[config.mk]
export PLATFORM = sky130hd
export DESIGN_NAME = multi_tick_generator_flat
export DESIGN_NICKNAME = d
export VERILOG_FILES = /design/src/rtl/multi_tick_generator_pkg.sv /design/src/rtl/multi_tick_generator_if.sv /design/src/rtl/multi_tick_generator_channel.sv /design/src/rtl/multi_tick_generator.sv /design/src/flat_wrapper.sv
export SDC_FILE = /design/constraint.sdc
export NUM_CORES = 1
export LEC_CHECK = 0
export ABC_AREA = 1
export BUFFER_PORTS_ARGS = -buffer_cell sky130_fd_sc_hd__buf_2
export CORE_MARGIN = 8
export CORE_UTILIZATION = 55
export CTS_CLUSTER_SIZE = 24
export DETAILED_ROUTE_END_ITERATION = 10
export PLACE_DENSITY = 0.7
export REMOVE_ABC_BUFFERS = 1
export SYNTH_ARGS = -nofsm -noshare
export SYNTH_HDL_FRONTEND = slang
export SYNTH_SLANG_ARGS = --single-unit
[constraint.sdc]
create_clock -name clk_in -period 3.56 [get_ports clk_in]
set_input_delay 0.356 -clock clk_in [delete_from_list [all_inputs] [get_ports clk_in]]
set_output_delay 0.356 -clock clk_in [all_outputs]
set_load 0.05 [all_outputs]
[src/rtl/multi_tick_generator_pkg.sv]
// Shared constants and helpers for multi_tick_generator and its channels.
// Divisor and counter widths up to 32 bits are supported by the helpers.
package tick_gen_pkg;

   localparam int unsigned DIV_MIN = 2;

   // Source selected for the next div_q value of a channel
   typedef enum logic [1:0] {
      LOAD_NONE,
      LOAD_PEND,
      LOAD_WR
   } div_load_e;

   function automatic logic [31:0] clamp_div(input logic [31:0] val);
      return (val < DIV_MIN) ? DIV_MIN : val;
   endfunction

   function automatic logic [31:0] half_up(input logic [31:0] d);
      return (d >> 1) + {31'b0, d[0]};
   endfunction

   function automatic int unsigned ch_idx_w(input int unsigned n);
      return (n > 1) ? int'($clog2(n)) : 1;
   endfunction

endpackage

[src/rtl/multi_tick_generator_if.sv]
// Divisor write bus of multi_tick_generator: strobe, channel, value and
// per-channel pending flags returned by the generator.
interface multi_tick_generator_if
   import tick_gen_pkg::*;
#(
   parameter int unsigned NUM_CH = 4,
   parameter int unsigned DIV_W  = 27
) ();

   localparam int unsigned CH_W = ch_idx_w(NUM_CH);

   logic              div_wr_en;
   logic [CH_W-1:0]   div_wr_ch;
   logic [DIV_W-1:0]  div_wr_val;
   logic [NUM_CH-1:0] div_pending;

   modport master (
      output div_wr_en,
      output div_wr_ch,
      output div_wr_val,
      input  div_pending
   );

   modport slave (
      input  div_wr_en,
      input  div_wr_ch,
      input  div_wr_val,
      output div_pending
   );

endinterface

[src/rtl/multi_tick_generator_channel.sv]
// One tick channel: period counter, active/pending divisor and registered
// pulse, square and pending outputs.
module tick_channel
   import tick_gen_pkg::*;
#(
   parameter int unsigned DIV_W       = 27,
   parameter int unsigned DEFAULT_DIV = 500_000
) (
   input  logic             clk_in,
   input  logic             rst,
   input  logic             en,
   input  logic             sync,
   input  logic             wr,
   input  logic [DIV_W-1:0] wr_val,
   output logic             pending,
   output logic             tick,
   output logic             sq
);

   logic [DIV_W-1:0] cnt;
   logic [DIV_W-1:0] div_q;
   logic [DIV_W-1:0] pend_q;
   logic [DIV_W-1:0] wr_div;
   logic [DIV_W-1:0] half;
   logic             wrap;
   div_load_e        load_sel;

   assign wr_div = DIV_W'(clamp_div(32'(wr_val)));
   assign half   = DIV_W'(half_up(32'(div_q)));
   assign wrap   = (cnt == div_q - DIV_W'(1));

   // A write landing on the wrap cycle replaces the pending value instead of
   // being applied, so the new divisor waits for the following wrap.
   always_comb begin
      load_sel = LOAD_NONE;
      if (en) begin
         if (pending && (sync || (wrap && !wr)))
            load_sel = LOAD_PEND;
      end else if (wr) begin
         load_sel = LOAD_WR;
      end else if (pending) begin
         load_sel = LOAD_PEND;
      end
   end

   always_ff @(posedge clk_in) begin
      if (rst) begin
         cnt     <= '0;
         div_q   <= DIV_W'(clamp_div(DEFAULT_DIV));
         pend_q  <= '0;
         pending <= 1'b0;
         tick    <= 1'b0;
         sq      <= 1'b0;
      end else begin
         case (load_sel)
            LOAD_PEND: div_q <= pend_q;
            LOAD_WR:   div_q <= wr_div;
            default:   ;
         endcase

         if (en && wr) begin
            pend_q  <= wr_div;
            pending <= 1'b1;
         end else if (load_sel != LOAD_NONE) begin
            pending <= 1'b0;
         end

         if (!en || sync) begin
            cnt  <= '0;
            tick <= 1'b0;
            sq   <= 1'b0;
         end else begin
            cnt  <= wrap ? '0 : cnt + DIV_W'(1);
            tick <= wrap;
            sq   <= (cnt >= half);
         end
      end
   end

endmodule

[src/rtl/multi_tick_generator.sv]
// N-channel programmable tick generator: write-address decode and channel array.
// Define TICK_GEN_SYNC_START_EN to add the sync_start phase-alignment input.
module multi_tick_generator
   import tick_gen_pkg::*;
#(
   parameter int unsigned NUM_CH      = 4,
   parameter int unsigned DIV_W       = 27,
   parameter int unsigned DEFAULT_DIV = 500_000
) (
   input  logic                    clk_in,
   input  logic                    rst,
   input  logic [NUM_CH-1:0]       ch_en,
   multi_tick_generator_if.slave   wr_bus,
`ifdef TICK_GEN_SYNC_START_EN
   input  logic                    sync_start,
`endif
   output logic [NUM_CH-1:0]       tick_out,
   output logic [NUM_CH-1:0]       sq_out
);

   localparam int unsigned CH_W = ch_idx_w(NUM_CH);

   logic              sync_all;
   logic [NUM_CH-1:0] wr_hit;
   logic [NUM_CH-1:0] pend_vec;

`ifdef TICK_GEN_SYNC_START_EN
   assign sync_all = sync_start;
`else
   assign sync_all = 1'b0;
`endif

   assign wr_bus.div_pending = pend_vec;

   // Indices at or above NUM_CH match no channel and are dropped here
   for (genvar i = 0; i < NUM_CH; i++) begin : g_ch
      assign wr_hit[i] = wr_bus.div_wr_en && (wr_bus.div_wr_ch == CH_W'(i));

      tick_channel #(
         .DIV_W       (DIV_W),
         .DEFAULT_DIV (DEFAULT_DIV)
      ) u_ch (
         .clk_in  (clk_in),
         .rst     (rst),
         .en      (ch_en[i]),
         .sync    (sync_all),
         .wr      (wr_hit[i]),
         .wr_val  (wr_bus.div_wr_val),
         .pending (pend_vec[i]),
         .tick    (tick_out[i]),
         .sq      (sq_out[i])
      );
   end

endmodule
[src/flat_wrapper.sv]
// flat-port wrapper written by rule: the top's interface ports become plain ports
module multi_tick_generator_flat import tick_gen_pkg::*;
#(
   parameter int unsigned NUM_CH      = 4,
   parameter int unsigned DIV_W       = 27,
   parameter int unsigned DEFAULT_DIV = 500_000
)
  (clk_in, rst, ch_en, tick_out, sq_out, wr_bus_div_wr_en, wr_bus_div_wr_ch, wr_bus_div_wr_val, wr_bus_div_pending);
  multi_tick_generator_if #(.NUM_CH(NUM_CH), .DIV_W(DIV_W)) wr_bus_i ();
  input  logic clk_in;
  input  logic rst;
  input  logic [NUM_CH-1:0] ch_en;
  output logic [NUM_CH-1:0] tick_out;
  output logic [NUM_CH-1:0] sq_out;
  input wire logic [$bits(wr_bus_i.div_wr_en)-1:0] wr_bus_div_wr_en;
  input wire logic [$bits(wr_bus_i.div_wr_ch)-1:0] wr_bus_div_wr_ch;
  input wire logic [$bits(wr_bus_i.div_wr_val)-1:0] wr_bus_div_wr_val;
  output wire logic [$bits(wr_bus_i.div_pending)-1:0] wr_bus_div_pending;
  assign wr_bus_i.div_wr_en = wr_bus_div_wr_en;
  assign wr_bus_i.div_wr_ch = wr_bus_div_wr_ch;
  assign wr_bus_i.div_wr_val = wr_bus_div_wr_val;
  assign wr_bus_div_pending = wr_bus_i.div_pending;
  multi_tick_generator #(.NUM_CH(NUM_CH), .DIV_W(DIV_W), .DEFAULT_DIV(DEFAULT_DIV)) u_core (.clk_in(clk_in), .rst(rst), .ch_en(ch_en), .wr_bus(wr_bus_i), .tick_out(tick_out), .sq_out(sq_out));
endmodule
After elaboration in Yosys (flattened, before gate mapping). Cells that the tools add are included.

Memories: 0. RAM bits: 0. Memory bits (read-only): 0. Bits in registers: 336. Bits in latches: 0.

Equal/unequal tests: 15. Add/subtract/negate cells: 12. Magnitude comparators: 5. Bitwise logic cells: 4. Multiplexer cells: 29. Shift operators: 0. Multipliers: 0. Divide/modulo/power cells: 0. Reductions and logical operators: 41.

Operator list (number): $pmux 27 s2 (4); $add 26x1->27 (4); $add 27x1->27 const B (4); $eq 27x27->1 (4); $ge 27x27->1 (4); $sub 27x1->27 const B (4); $lt 27x2->1 const B (1); $mux 27 (1); $reduce_bool 2->1 (12); $logic_and 1x1->1 (16); $mux 1 (16); $mux 2 (8); $eq 2x2->1 const B (6); $reduce_or 3->1 (4); $eq 2x1->1 const B (5); $reduce_or 2->1 (4); $logic_not 1->1 (4); $not 1->1 (4); $logic_not 2->1 (1).

Logic depth before layout (Yosys ltp).
Word-level depth: 10. Mapped depth: 24. Gate-level depth less buffers: 23.

By module. Synthesis repeated with hierarchy kept, for this count alone.

Cells, all modules: 3675. Area, all modules: 24337.1 µm².

By module, submodules not included: tick_channel (u_core.g_ch[0].u_ch ...) (instances 2, seq. area each 1681.6 µm², cells each 900, area an instance 6037.0 µm²); tick_channel (u_core.g_ch[1].u_ch) (instances 1, seq. area each 1681.6 µm², cells each 957, area an instance 6207.2 µm²); tick_channel (u_core.g_ch[3].u_ch) (instances 1, seq. area each 1681.6 µm², cells each 909, area an instance 6022.0 µm²); multi_tick_generator (instances 1, seq. area each 0.0 µm², cells each 9, area an instance 33.8 µm²).

Least setup slack after synthesis. OpenSTA, ideal clock, no wires.

Path kind: register to register. From: register u_core.g_ch[2].u_ch.div_q[0]. To: register u_core.g_ch[2].u_ch.sq. Buffers on the path: 0. Data required time: 3.502 ns. Clock period less this slack: 3.025 ns. Arrival time: 2.967 ns. Cell stages (with the launch flop): 22. Path slack: 0.535 ns. Cells stage by stage: dfxtp_1 ha_1 ha_1 nand3_1 nor2_1 nand2_1 nor2_1 nand2_1 inv_1 nand4_1 nor4_1 nand2_1 xor2_1 ha_1 inv_1 nor2_1 inv_1 nor3_1 nand3_1 nand4_1 o21ai_0 inv_1.

Cells in the longest elaborated chain, start to end: 2.

RTL lines: from (decl) (line multi_tick_generator_channel.sv:21) `logic [DIV_W-1:0] div_q;`; from (signal assigned) (line multi_tick_generator_channel.sv:49) `div_q <= DIV_W'(clamp_div(DEFAULT_DIV));`; from (signal assigned) (line multi_tick_generator_channel.sv:56) `LOAD_PEND: div_q <= pend_q;`; from (signal assigned) (line multi_tick_generator_channel.sv:57) `LOAD_WR: div_q <= wr_div;`; $add 26x1->27 (line multi_tick_generator_pkg.sv:19) `return (d >> 1) + {31'b0, d[0]};`; $ge 27x27->1 (line multi_tick_generator_channel.sv:75) `sq <= (cnt >= half);`; to (signal assigned) (line multi_tick_generator_channel.sv:75); to (decl) (line multi_tick_generator_channel.sv:17) `output logic sq`.

Every way passes these cells. A chain may end at the register's enable or synchronous reset.

Final worst setup path. Same ends and word-level chain as after synthesis.

==> flow_summary.yaml <==
status:
  status: "complete, no violations"
global_routing:
  grt-ovfl-total: 0
  grtUsageTotal: 0.256
  antenna_found_initial: 1
  grt_pass1_vias: 20600
  grt_max_degree: 111
  grt_pass1_wl_mm: 105
sta:
  worstMarginPinSlew_ns: 0.597
  period_share: 0.929
  setup_slack_ns: 0.254
  finalHoldViolations: 0
  period_needed_ns: 3.31
  fmax_mhz: 302
  maxSlewHeadroom: 0.599
  maxSlewViolCount: 0
  setup_viol: 0
  skew_ns: 0.0256
yosys:
  synth_edf_count: 0
  synthesis.area_um2: 23200
  synth_xor_area_frac: 0.105
  seq_area_frac_synth: 0.290
  yosysWarnings: 0
  synth_compound_area_frac: 0.147
  synth_flop_cell: "dfxtp_1"
  synth.area.mux_share: 0
  synth-seq-cells: 336
  synth_top_family_by_area: "simple AND/OR/NAND/NOR gates"
  postSynthAreaPerCell_um2: 6.79
  synth_fa_ha_area_frac: 0.0711
  synthArstFlopShare: 0
  synthDistinctLibCells: 54
  netlist_instances: 3420
  synth-simple-area-share: 0.287
pwr:
  irDropWorstVdd_v: 0.000385
  power.total_mw: 8.84
  p_per_area_nw_per_um2: 351
  p_leak_nw: 10.3
finish:
  final_cell_mix: "nand2_1 (629), nor2_1 (382), inv_1 (368)"
  area_growth_pct: 8.33
  final_cells: 3959
  utilization: 0.601
  nets: 3559
  drive_above_1_share: 0.0991
  fillers: 4018
  mostFrequentLayoutCell: "nand2_1"
  antennaDiodeCount: 0
clock_network:
  htreeDepth: 2
  cts_tree: "built"
  cts_sinks: 336
  clk_path_buf_depth: 3
  clockRootBuffer: "clkbuf_16"
  ctsHoldBuffers: 0
  cts_made_buffers: 39
  clock_latency_ns: 0.58
  clkTransAtPathRegs_ns: 0.06
die:
  chipHeight_um: 221
  dieArea_um2: 49100
  core-area_um2: 41900
  ios: 48
  die_w_um: 221
  start_util: 0.555
  core.rowCount: 75
setup_path:
  start_kind: "register"
  crit_path_cell_trace: "ha_2, ha_2, nand3_1, nor2_1, nand2_1, nor2_2, nand2_2, inv_1, nand4_1, nor4_2, buf_4, buf_4, xor2_1, ha_1, a21oi_1, o21ai_0, nand3_1, nand4_1, o21ai_1, inv_1"
  crit_buf_inv: 4
  cpPeakStageDelay_ns: 0.37
  cp_top_family: "simple AND/OR/NAND/NOR gates"
  crit_path_end_kind: "register"
  path_max_fanout: 5
  critPathKind: "reg -> reg"
  cp_slowest_cell: "dfxtp_4"
  critPathRequiredTime_ns: 4.02
  cp.arrival_ns: 3.76
routing:
  viasPerCell: 5.52
  firstDrtPassIters: 6
  drt_iter0_drc: 1713
  avgRoutedWirePerCell_um: 16.4
  drc: 0
  detail-route-antenna-nets: 0
  routed_wl_mm: 64.8
  dr_total_vias: 21900
placement:
  post-place-ws_ns: 0.0455
  dp.cells: 3882
  place_congestion: 0.965
  hpwl_mm: 49.1
  portBuffers: 47
flow_run:
  drv_cap: 0
hold_path:
  worst_hold_path_type: "in -> reg"
[worst min-delay path: cells and delay by family]
kind,cells,cell delay [ns]
AOI/OAI and AO/OA,1,0.07
buffers and inverters,2,0.16
and+or+nand+nor,1,0.11
[registers in the layout, summed over array words and instances (netlist names)]
register / flops
u_core.g_ch.u_ch.tick: 4
u_core.g_ch.u_ch.pend_q: 108
u_core.g_ch.u_ch.cnt: 108
u_core.g_ch.u_ch.sq: 4
u_core.g_ch.u_ch.div_q: 108
u_core.g_ch.u_ch.pending: 4
[logic make-up (layout without fill, tap and decap cells)]
kind of cell / Yosys count / count (layout)
adder cells (fa/ha/maj): 132 / 132
AO/OA/AOI/OAI: 637 / 637
buffers and inverters: 556 / 556
flip-flops: 336 / 336
XOR/XNOR: 277 / 277
AND/OR/NAND/NOR: 1482 / 1482
[stage by stage]
step                      TNS, ns  cell area [um2]  hold WS (ns)
after detailed placement        0            23600         0.477
after CTS                       0            24900         0.160
after global routing       -0.106            25200         0.205
after floorplan                 0            22400         0.425
final                           0            25200         0.189
after global placement          0            23600         0.468
[layer usage]
metal,vias up,share of wire,GRT usage
li1,11100,-,-
met2,576,0.46,0.424
met5,-,0,0
met1,10100,0.45,0.334
met3,105,0.065,0.0526
met4,0,0.024,0.0727
[final timing paths]
| path | depth (start not counted) | from | slack (ns) | endpoint |
|---|---|---|---|---|
| worst min register to register | 2 | u_core.g_ch[2].u_ch.pending$_SDFFE_PP0P_ | 0.49 | u_core.g_ch[2].u_ch.pending$_SDFFE_PP0P_ |
| worst min-delay path | 4 | ch_en[2] | 0.19 | u_core.g_ch[2].u_ch.pend_q[26]$_SDFFE_PP0P_ |
| worst max-delay path | 20 | u_core.g_ch[2].u_ch.div_q[0]$_SDFFE_PP0P_ | 0.25 | u_core.g_ch[2].u_ch.sq$_SDFF_PP0_ |
| worst max register to register | 20 | u_core.g_ch[2].u_ch.div_q[0]$_SDFFE_PP0P_ | 0.25 | u_core.g_ch[2].u_ch.sq$_SDFF_PP0_ |
[area by class of cell]
type                            count  area (um2)  area share
Timing Repair Buffer               96         631      0.0251
Tap cell                          539         674      0.0268
Inverter                          390        1470      0.0583
Sequential cell                   336        6740       0.268
Multi-Input combinational cell   2528       14300       0.570
Clock buffer                       53        1100      0.0437
Clock inverter                     17         210     0.00836
[cells in the mapped netlist (3+ instances only)]
master	count	share of area
dfxtp_1	336	0.29
o21a_1	3	0.00097
or2_0	3	0.00081
o2111ai_1	4	0.0015
o21ai_0	245	0.053
nor2_4	15	0.0073
nor3b_1	4	0.0013
xor2_1	204	0.077
buf_6	11	0.0053
a21oi_1	304	0.066
buf_2	24	0.0052
nor4_2	3	0.0016
buf_1	5	0.00081
o21bai_1	4	0.0013
inv_2	5	0.00081
nor2_1	393	0.064
nor4_1	23	0.0062
nand2_2	13	0.0035
buf_4	18	0.0058
inv_1	370	0.060
nand3b_1	14	0.0045
o21ai_1	8	0.0017
nand3_2	6	0.0026
nand2_4	5	0.0024
xnor2_1	72	0.027
clkinv_1	15	0.0024
ha_1	132	0.071
a31oi_1	5	0.0013
clkbuf_1	104	0.017
nand2_1	632	0.10
nor3_1	57	0.012
nand3_1	156	0.034
nor2_2	74	0.020
or2_2	6	0.0016
o221ai_1	20	0.0075
o211ai_1	38	0.012
nor3_2	8	0.0034
nand4_1	62	0.017
[timing repair]
action                     CTS  global route
setup endpoints to repair    0            31
buffers inserted             0             7
resized for setup            0            45
[power by group]
group | total (mW) | switching (mW) | internal [mW] | leakage, nW
combinational | 0.761 | 0.533 | 0.228 | 6.91
sequential | 3.93 | 0.0931 | 3.84 | 2.72
clock | 4.14 | 1.68 | 2.47 | 0.647
No activity file was read; power rests on OpenSTA's default activity.
